### src/rtl/ldpc_matrix_row_streamer.sv
// Streams a window of rows from a synchronous matrix ROM onto a valid/ready port.
// A credit check on reads keeps every in-flight ROM word guaranteed a FIFO slot.
//
// state  | meaning
// IDLE   | waiting for req; latches window on acceptance
// ISSUE  | issuing one ROM read per cycle while credit allows
// DRAIN  | all reads issued; waiting for pipe, FIFO and final transfer
// FLUSH  | one-cycle done pulse, then back to IDLE
module ldpc_matrix_row_streamer #(
    parameter int ROW_W      = 256,
    parameter int ROWS       = 128,
    parameter int ADDR_W     = 7,
    parameter int RD_LAT     = 2,
    parameter int FIFO_DEPTH = 4
) (
    input  logic              clk,
    input  logic              rst,
    input  logic              req,
    input  logic [ADDR_W-1:0] start_row,
    input  logic [ADDR_W:0]   row_count,
    output logic              ack,
    input  logic              abort,
    output logic              rom_en,
    output logic [ADDR_W-1:0] rom_addr,
    input  logic [ROW_W-1:0]  rom_dout,
    output logic [ROW_W-1:0]  dout,
    output logic              dvalid,
    input  logic              dready,
    output logic [ADDR_W-1:0] drow,
    output logic              dlast,
    output logic              done,
    output logic              busy
);

    localparam int CW    = ADDR_W + 1;
    localparam int CNT_W = $clog2(FIFO_DEPTH + RD_LAT + 1) + 1;
    localparam int PTR_W = (FIFO_DEPTH > 1) ? $clog2(FIFO_DEPTH) : 1;

    typedef enum logic [1:0] {
        S_IDLE,
        S_ISSUE,
        S_DRAIN,
        S_FLUSH
    } state_t;

    state_t              state_q, state_d;
    logic [CW-1:0]       issue_rem_q, issue_rem_d;
    logic [CW-1:0]       xfer_rem_q, xfer_rem_d;
    logic [ADDR_W-1:0]   rd_addr_q, rd_addr_d;
    logic                busy_q, busy_d;
    logic                done_q, done_d;

    logic [RD_LAT-1:0]   pipe_vld_q, pipe_vld_d;
    logic [RD_LAT-1:0]   pipe_last_q, pipe_last_d;
    logic [ADDR_W-1:0]   pipe_idx_q [RD_LAT];
    logic [ADDR_W-1:0]   pipe_idx_d [RD_LAT];

    logic [ROW_W-1:0]    fifo_data_q [FIFO_DEPTH];
    logic [ROW_W-1:0]    fifo_data_d [FIFO_DEPTH];
    logic [ADDR_W-1:0]   fifo_idx_q  [FIFO_DEPTH];
    logic [ADDR_W-1:0]   fifo_idx_d  [FIFO_DEPTH];
    logic [FIFO_DEPTH-1:0] fifo_last_q, fifo_last_d;
    logic [PTR_W-1:0]    wr_ptr_q, wr_ptr_d;
    logic [PTR_W-1:0]    rd_ptr_q, rd_ptr_d;
    logic [CNT_W-1:0]    fifo_cnt_q, fifo_cnt_d;

    logic [CNT_W-1:0]    in_flight;
    logic                credit;
    logic                issue_ok;
    logic                kill;
    logic                push;
    logic                pop;
    logic                fifo_nempty;

    function automatic logic [PTR_W-1:0] ptr_inc(input logic [PTR_W-1:0] p);
        return (p == PTR_W'(FIFO_DEPTH - 1)) ? '0 : p + PTR_W'(1);
    endfunction

    always_comb begin
        in_flight = '0;
        for (int i = 0; i < RD_LAT; i++) begin
            in_flight = in_flight + CNT_W'(pipe_vld_q[i]);
        end
    end

    assign fifo_nempty = (fifo_cnt_q != '0);
    assign credit      = (in_flight + fifo_cnt_q) < CNT_W'(FIFO_DEPTH);
    assign kill        = abort && ((state_q == S_ISSUE) || (state_q == S_DRAIN));
    assign issue_ok    = (state_q == S_ISSUE) && (issue_rem_q != '0) && credit && !abort;
    assign push        = pipe_vld_q[RD_LAT-1] && !kill;
    assign pop         = fifo_nempty && dready;

    always_comb begin
        state_d     = state_q;
        issue_rem_d = issue_rem_q;
        xfer_rem_d  = xfer_rem_q;
        rd_addr_d   = rd_addr_q;
        busy_d      = busy_q;
        done_d      = 1'b0;
        pipe_vld_d  = pipe_vld_q;
        pipe_last_d = pipe_last_q;
        pipe_idx_d  = pipe_idx_q;
        fifo_data_d = fifo_data_q;
        fifo_idx_d  = fifo_idx_q;
        fifo_last_d = fifo_last_q;
        wr_ptr_d    = wr_ptr_q;
        rd_ptr_d    = rd_ptr_q;
        fifo_cnt_d  = fifo_cnt_q;

        // read pipe runs alongside the ROM so data and index arrive together
        pipe_vld_d[0]  = issue_ok;
        pipe_idx_d[0]  = rd_addr_q;
        pipe_last_d[0] = (issue_rem_q == CW'(1));
        for (int i = 1; i < RD_LAT; i++) begin
            pipe_vld_d[i]  = pipe_vld_q[i-1];
            pipe_idx_d[i]  = pipe_idx_q[i-1];
            pipe_last_d[i] = pipe_last_q[i-1];
        end

        if (push) begin
            fifo_data_d[wr_ptr_q] = rom_dout;
            fifo_idx_d[wr_ptr_q]  = pipe_idx_q[RD_LAT-1];
            fifo_last_d[wr_ptr_q] = pipe_last_q[RD_LAT-1];
            wr_ptr_d              = ptr_inc(wr_ptr_q);
        end
        if (pop) begin
            rd_ptr_d = ptr_inc(rd_ptr_q);
        end
        fifo_cnt_d = fifo_cnt_q + CNT_W'(push) - CNT_W'(pop);

        if (pop && (xfer_rem_q != '0)) begin
            xfer_rem_d = xfer_rem_q - CW'(1);
        end

        if (kill) begin
            pipe_vld_d = '0;
            wr_ptr_d   = '0;
            rd_ptr_d   = '0;
            fifo_cnt_d = '0;
        end

        case (state_q)
            S_IDLE: begin
                if (req) begin
                    issue_rem_d = row_count;
                    xfer_rem_d  = row_count;
                    rd_addr_d   = start_row;
                    busy_d      = 1'b1;
                    state_d     = (row_count == '0) ? S_FLUSH : S_ISSUE;
                end
            end
            S_ISSUE: begin
                if (kill) begin
                    state_d = S_FLUSH;
                end else if (issue_ok) begin
                    issue_rem_d = issue_rem_q - CW'(1);
                    rd_addr_d   = (rd_addr_q == ADDR_W'(ROWS - 1)) ? '0 : rd_addr_q + ADDR_W'(1);
                    if (issue_rem_q == CW'(1)) begin
                        state_d = S_DRAIN;
                    end
                end
            end
            S_DRAIN: begin
                if (kill) begin
                    state_d = S_FLUSH;
                end else if ((in_flight == '0) && !fifo_nempty && (xfer_rem_q == '0)) begin
                    state_d = S_FLUSH;
                end
            end
            S_FLUSH: begin
                done_d  = 1'b1;
                busy_d  = 1'b0;
                state_d = S_IDLE;
            end
            default: state_d = S_IDLE;
        endcase
    end

    always_ff @(posedge clk or negedge rst) begin
        if (!rst) begin
            state_q     <= S_IDLE;
            issue_rem_q <= '0;
            xfer_rem_q  <= '0;
            rd_addr_q   <= '0;
            busy_q      <= 1'b0;
            done_q      <= 1'b0;
            pipe_vld_q  <= '0;
            pipe_last_q <= '0;
            pipe_idx_q  <= '{default: '0};
            fifo_idx_q  <= '{default: '0};
            fifo_last_q <= '0;
            wr_ptr_q    <= '0;
            rd_ptr_q    <= '0;
            fifo_cnt_q  <= '0;
        end else begin
            state_q     <= state_d;
            issue_rem_q <= issue_rem_d;
            xfer_rem_q  <= xfer_rem_d;
            rd_addr_q   <= rd_addr_d;
            busy_q      <= busy_d;
            done_q      <= done_d;
            pipe_vld_q  <= pipe_vld_d;
            pipe_last_q <= pipe_last_d;
            pipe_idx_q  <= pipe_idx_d;
            fifo_idx_q  <= fifo_idx_d;
            fifo_last_q <= fifo_last_d;
            wr_ptr_q    <= wr_ptr_d;
            rd_ptr_q    <= rd_ptr_d;
            fifo_cnt_q  <= fifo_cnt_d;
        end
    end

    // row storage needs no reset; it is only observed behind dvalid
    always_ff @(posedge clk) begin
        fifo_data_q <= fifo_data_d;
    end

    assign ack      = (state_q == S_IDLE) && req;
    assign rom_en   = issue_ok;
    assign rom_addr = rd_addr_q;
    assign dvalid   = fifo_nempty;
    assign dout     = fifo_data_q[rd_ptr_q];
    assign drow     = fifo_idx_q[rd_ptr_q];
    assign dlast    = fifo_nempty && fifo_last_q[rd_ptr_q];
    assign done     = done_q;
    assign busy     = busy_q;

endmodule
### config.mk
export PLATFORM = sky130hd
export DESIGN_NAME = ldpc_matrix_row_streamer
export DESIGN_NICKNAME = d
export VERILOG_FILES = /design/src/rtl/ldpc_matrix_row_streamer.sv
export SDC_FILE = /design/constraint.sdc
export NUM_CORES = 1
export LEC_CHECK = 0
export ABC_AREA = 1
export ABC_CLOCK_PERIOD_IN_PS = 10600
export BUFFER_PORTS_ARGS = -buffer_cell sky130_fd_sc_hd__clkbuf_2
export CAP_MARGIN = 10
export CORE_MARGIN = 1
export CORE_UTILIZATION = 48
export DETAILED_ROUTE_END_ITERATION = 6
export PLACE_DENSITY = 0.69
export SLEW_MARGIN = 30
export SYNTH_ARGS = -nofsm -noshare
export SYNTH_HDL_FRONTEND = slang
export SYNTH_SLANG_ARGS = --single-unit
### constraint.sdc
create_clock -name clk -period 10.6 [get_ports clk]
set_input_delay 2.65 -clock clk [delete_from_list [all_inputs] [get_ports clk]]
set_output_delay 2.65 -clock clk [all_outputs]
set_load 0.01 [all_outputs]
==> flow_summary_export.csv <==
group,metric,value,unit
outcome,status,"finished with violations",
outcome,violations,"DRC",
timing,hold_viol_final,0,
cts,cts_buffer_depth,3,
floorplan,core_area,86620,µm²
floorplan,pin_count,552,
place,io_buffers,551,
pwr,power_density,255.5,nW/µm²
synth,avgSynthCellArea,13.91,µm²
detailed_routing,wl_per_cell,20.12,µm
setup_path,startpoint_type,"flip-flop",
synth,synth_area_leaders,"edfxtp_1 73%, o21ai_0 6.8%, dfrtp_1 5.1%",
timing,rsz0062_at_grt,"false",
place,pre_cts_slack,4.400,ns
setup_path,critical_path.top_delay_family,"buffers and inverters",
grt,grtUsageTotal,21.20,%
synth,synth-edff-count,1024,
grt,antenna_found_initial,22,
synth,syn-instance-count,3018,
setup_path,crit_path_max_fanout,78,
job,max_cap_violations,0,
timing,max_slew_margin,24.43,%
setup_path,slowest_delay,0.84,ns
cts,clk_latency,0.70,ns
timing,drv_slew,0,
setup_path,crit_buf_inv,3,
timing,period_needed,6.630,ns
cts,cts_tree,"built",
detailed_routing,post-route-drc-count,4,
synth,syn_nets,3317,
floorplan,dieArea,88620,µm²
grt,grt_pass1_wl,144800,µm
detailed_routing,ant_nets,0,
grt,grt_max_degree,236,
synth,yosysMostFrequentCell,"edfxtp_1",
cts,postCtsHoldBufs,0,
floorplan,die_h,297.7,µm
setup_path,cp_common_cell,"buf_4",
synth,synth.distinct_cells,34,
synth,yosysTopAreaCell,"edfxtp_1",
place,placed_area,45690,µm²
synth,yosysTopAreaCellShare,73.27,%
synth,synth_flop_cell,"edfxtp_1",
detailed_routing,wl,96070,µm
floorplan,placementRows,108,
synth,ys_ff_latch,1109,
detailed_routing,viasPerCell,5.431,
grt,grt.overflow.total,0,
timing,fin_skew,0.02985,ns
timing,max_freq,0.1508,GHz
cts,cts-resized-gates,0,
finish,multi_input_area,8005,µm²
cts,tritoncts.num_buffers,110,
worst_hold_path,hold_class,"reg -> reg",
synth,yosysSeqAreaShare,78.34,%
synth,synth_warnings,0,
timing,finalWorstSetupSlack,3.970,ns
setup_path,slowest_stage,"dfrtp_4",
place,finalWeightedCongestion,0.8040,
place,dp_cells,4556,
grt,first_global_vias,25050,
timing,setup_violations,0,
cts,cts_sinks,1109,
finish,area_growth,17.49,%
pwr,ir_drop,204.7,µV
cts,cts_max_level,3,
place,dp_hpwl,54760,µm
synth,async_reset_ff_share,7.665,%
finish,layout-drive-gt1-share,20.95,%
cts,cts.clk_slew.worst_paths,0.06,ns
finish,final_area,49310,µm²
floorplan,start_util,48.45,%
timing,worst_pin_slew,1.134,ns
detailed_routing,firstDrtPassIters,7,
timing,setup_tns,0,ns
finish,final-seq-area,32880,µm²
timing,hold_slack,0.3472,ns
detailed_routing,vias,25930,
setup_path,crit_chain,"buf_4, buf_4, o21ai_0, o22ai_1, clkbuf_2",
cts,cts_setup_buffers,0,
timing,finalCritPeriodShare,62.54,%
cts,root_buffer,"clkbuf_16",
synth,synthTopCellsByCount,"1024 x edfxtp_1, 571 x o21ai_0, 566 x nor2_1",
setup_path,path_class,"reg -> out",
floorplan,die_w,297.7,µm
finish,layout.nets,3814,
finish,nFillCells,6806,
detailed_routing,drtIter0Drc,2094,
finish,stdcell_count,4775,
setup_path,arrival,3.98,ns
pwr,leakage,17.60,nW
setup_path,critPathRequiredTime,7.95,ns
setup_path,endpoint_kind,"primary output",
synth,synth_area,41970,µm²
[cell usage in the layout, fill, tap and decap left out, types with 4 or more instances in the layout]
| cell | count |
|---|---|
| edfxtp_1 | 1024 |
| buf_12 | 5 |
| clkbuf_1 | 25 |
| nand2_1 | 129 |
| clkbuf_16 | 111 |
| clkinv_1 | 27 |
| o21ai_0 | 571 |
| clkinvlp_4 | 5 |
| o21ai_2 | 7 |
| inv_8 | 7 |
| ha_1 | 22 |
| buf_6 | 4 |
| diode_2 | 17 |
| bufinv_16 | 8 |
| o22ai_1 | 263 |
| buf_16 | 4 |
| clkbuf_2 | 550 |
| inv_1 | 59 |
| nand3_1 | 36 |
| clkinv_2 | 13 |
| o21ai_1 | 9 |
| inv_2 | 4 |
| buf_4 | 15 |
| dfrtp_1 | 83 |
| xor2_1 | 9 |
| a21oi_1 | 6 |
| nor2_1 | 566 |
[flip-flops by register name, indices dropped and copies added, names as in the netlist]
signal       flops
done             1
busy             1
pipe_last_q      2
pipe_idx_d       7
wr_ptr_q         2
rom_addr         7
fifo_last_q      4
xfer_rem_q       8
state_q          2
fifo_idx_q      28
rd_ptr_q         2
fifo_data_q   1024
fifo_cnt_q       4
issue_rem_q      8
pipe_idx_q       7
pipe_vld_q       2
[power by group]
group          leakage [nW]  internal [mW]  switching, mW
Sequential             10.3           5.06          0.167
Clock                  1.69           2.13           1.61
Combinational          5.64           1.15           2.49
[kinds of logic (layout without fill, tap and decap cells)]
family,after synthesis,after routing,synth area share (%)
AO/OA/AOI/OAI,865,865,11.21
AND/OR/NAND/NOR,745,745,6.875
adder cells (fa/ha/maj),23,23,0.7036
buffers and inverters,263,848,2.603
XOR/XNOR,12,12,0.2504
multiplexers,1,1,0.02385
other,0,17,0
flip-flops,1109,1109,78.34
[area by class of cell]
class / count / area share, %
antenna: 17 / 0.08627
clock buffer: 136 / 5.824
clock inverter: 64 / 1.292
inverter: 70 / 0.6141
multi-input combinational: 1646 / 16.23
sequential: 1109 / 66.69
tap: 1155 / 2.931
timing repair buffer: 578 / 6.329
[path summary, 6_finish.rpt]
path,from,endpoint,depth (start not counted),slack (ns)
min in group asynchronous,rst,xfer_rem_q[4],1,1.78
setup reg to reg,state_q[0],fifo_data_q[449],8,6.65
max in group asynchronous,rst,rd_ptr_q[1],2,7.87
setup / recovery,rd_ptr_q[1],dout[206],5,3.97
hold / removal,pipe_idx_d[6],pipe_idx_q[6],0,0.35
hold reg to reg,pipe_idx_d[6],pipe_idx_q[6],0,0.35
[layer usage]
layer | share of wire (%) | wire length (µm) | track usage, % | vias up
met2 | 50 | 47780 | 35.08 | 806
met1 | 40 | 38200 | 26.41 | 12720
met5 | 0.082 | 79 | 0 | -
li1 | - | - | - | 12200
met3 | 6.9 | 6586 | 5.462 | 194
met4 | 3.6 | 3420 | 9.156 | 12
[metrics by stage]
stage	power [mW]	utilization, %
floorplan	7.546	-
global placement	8.898	52.68
detailed placement	8.956	52.75
CTS	12.69	56.80
global route	13.23	56.92
finish	12.60	56.93
Power figures use the tool's default switching activity.
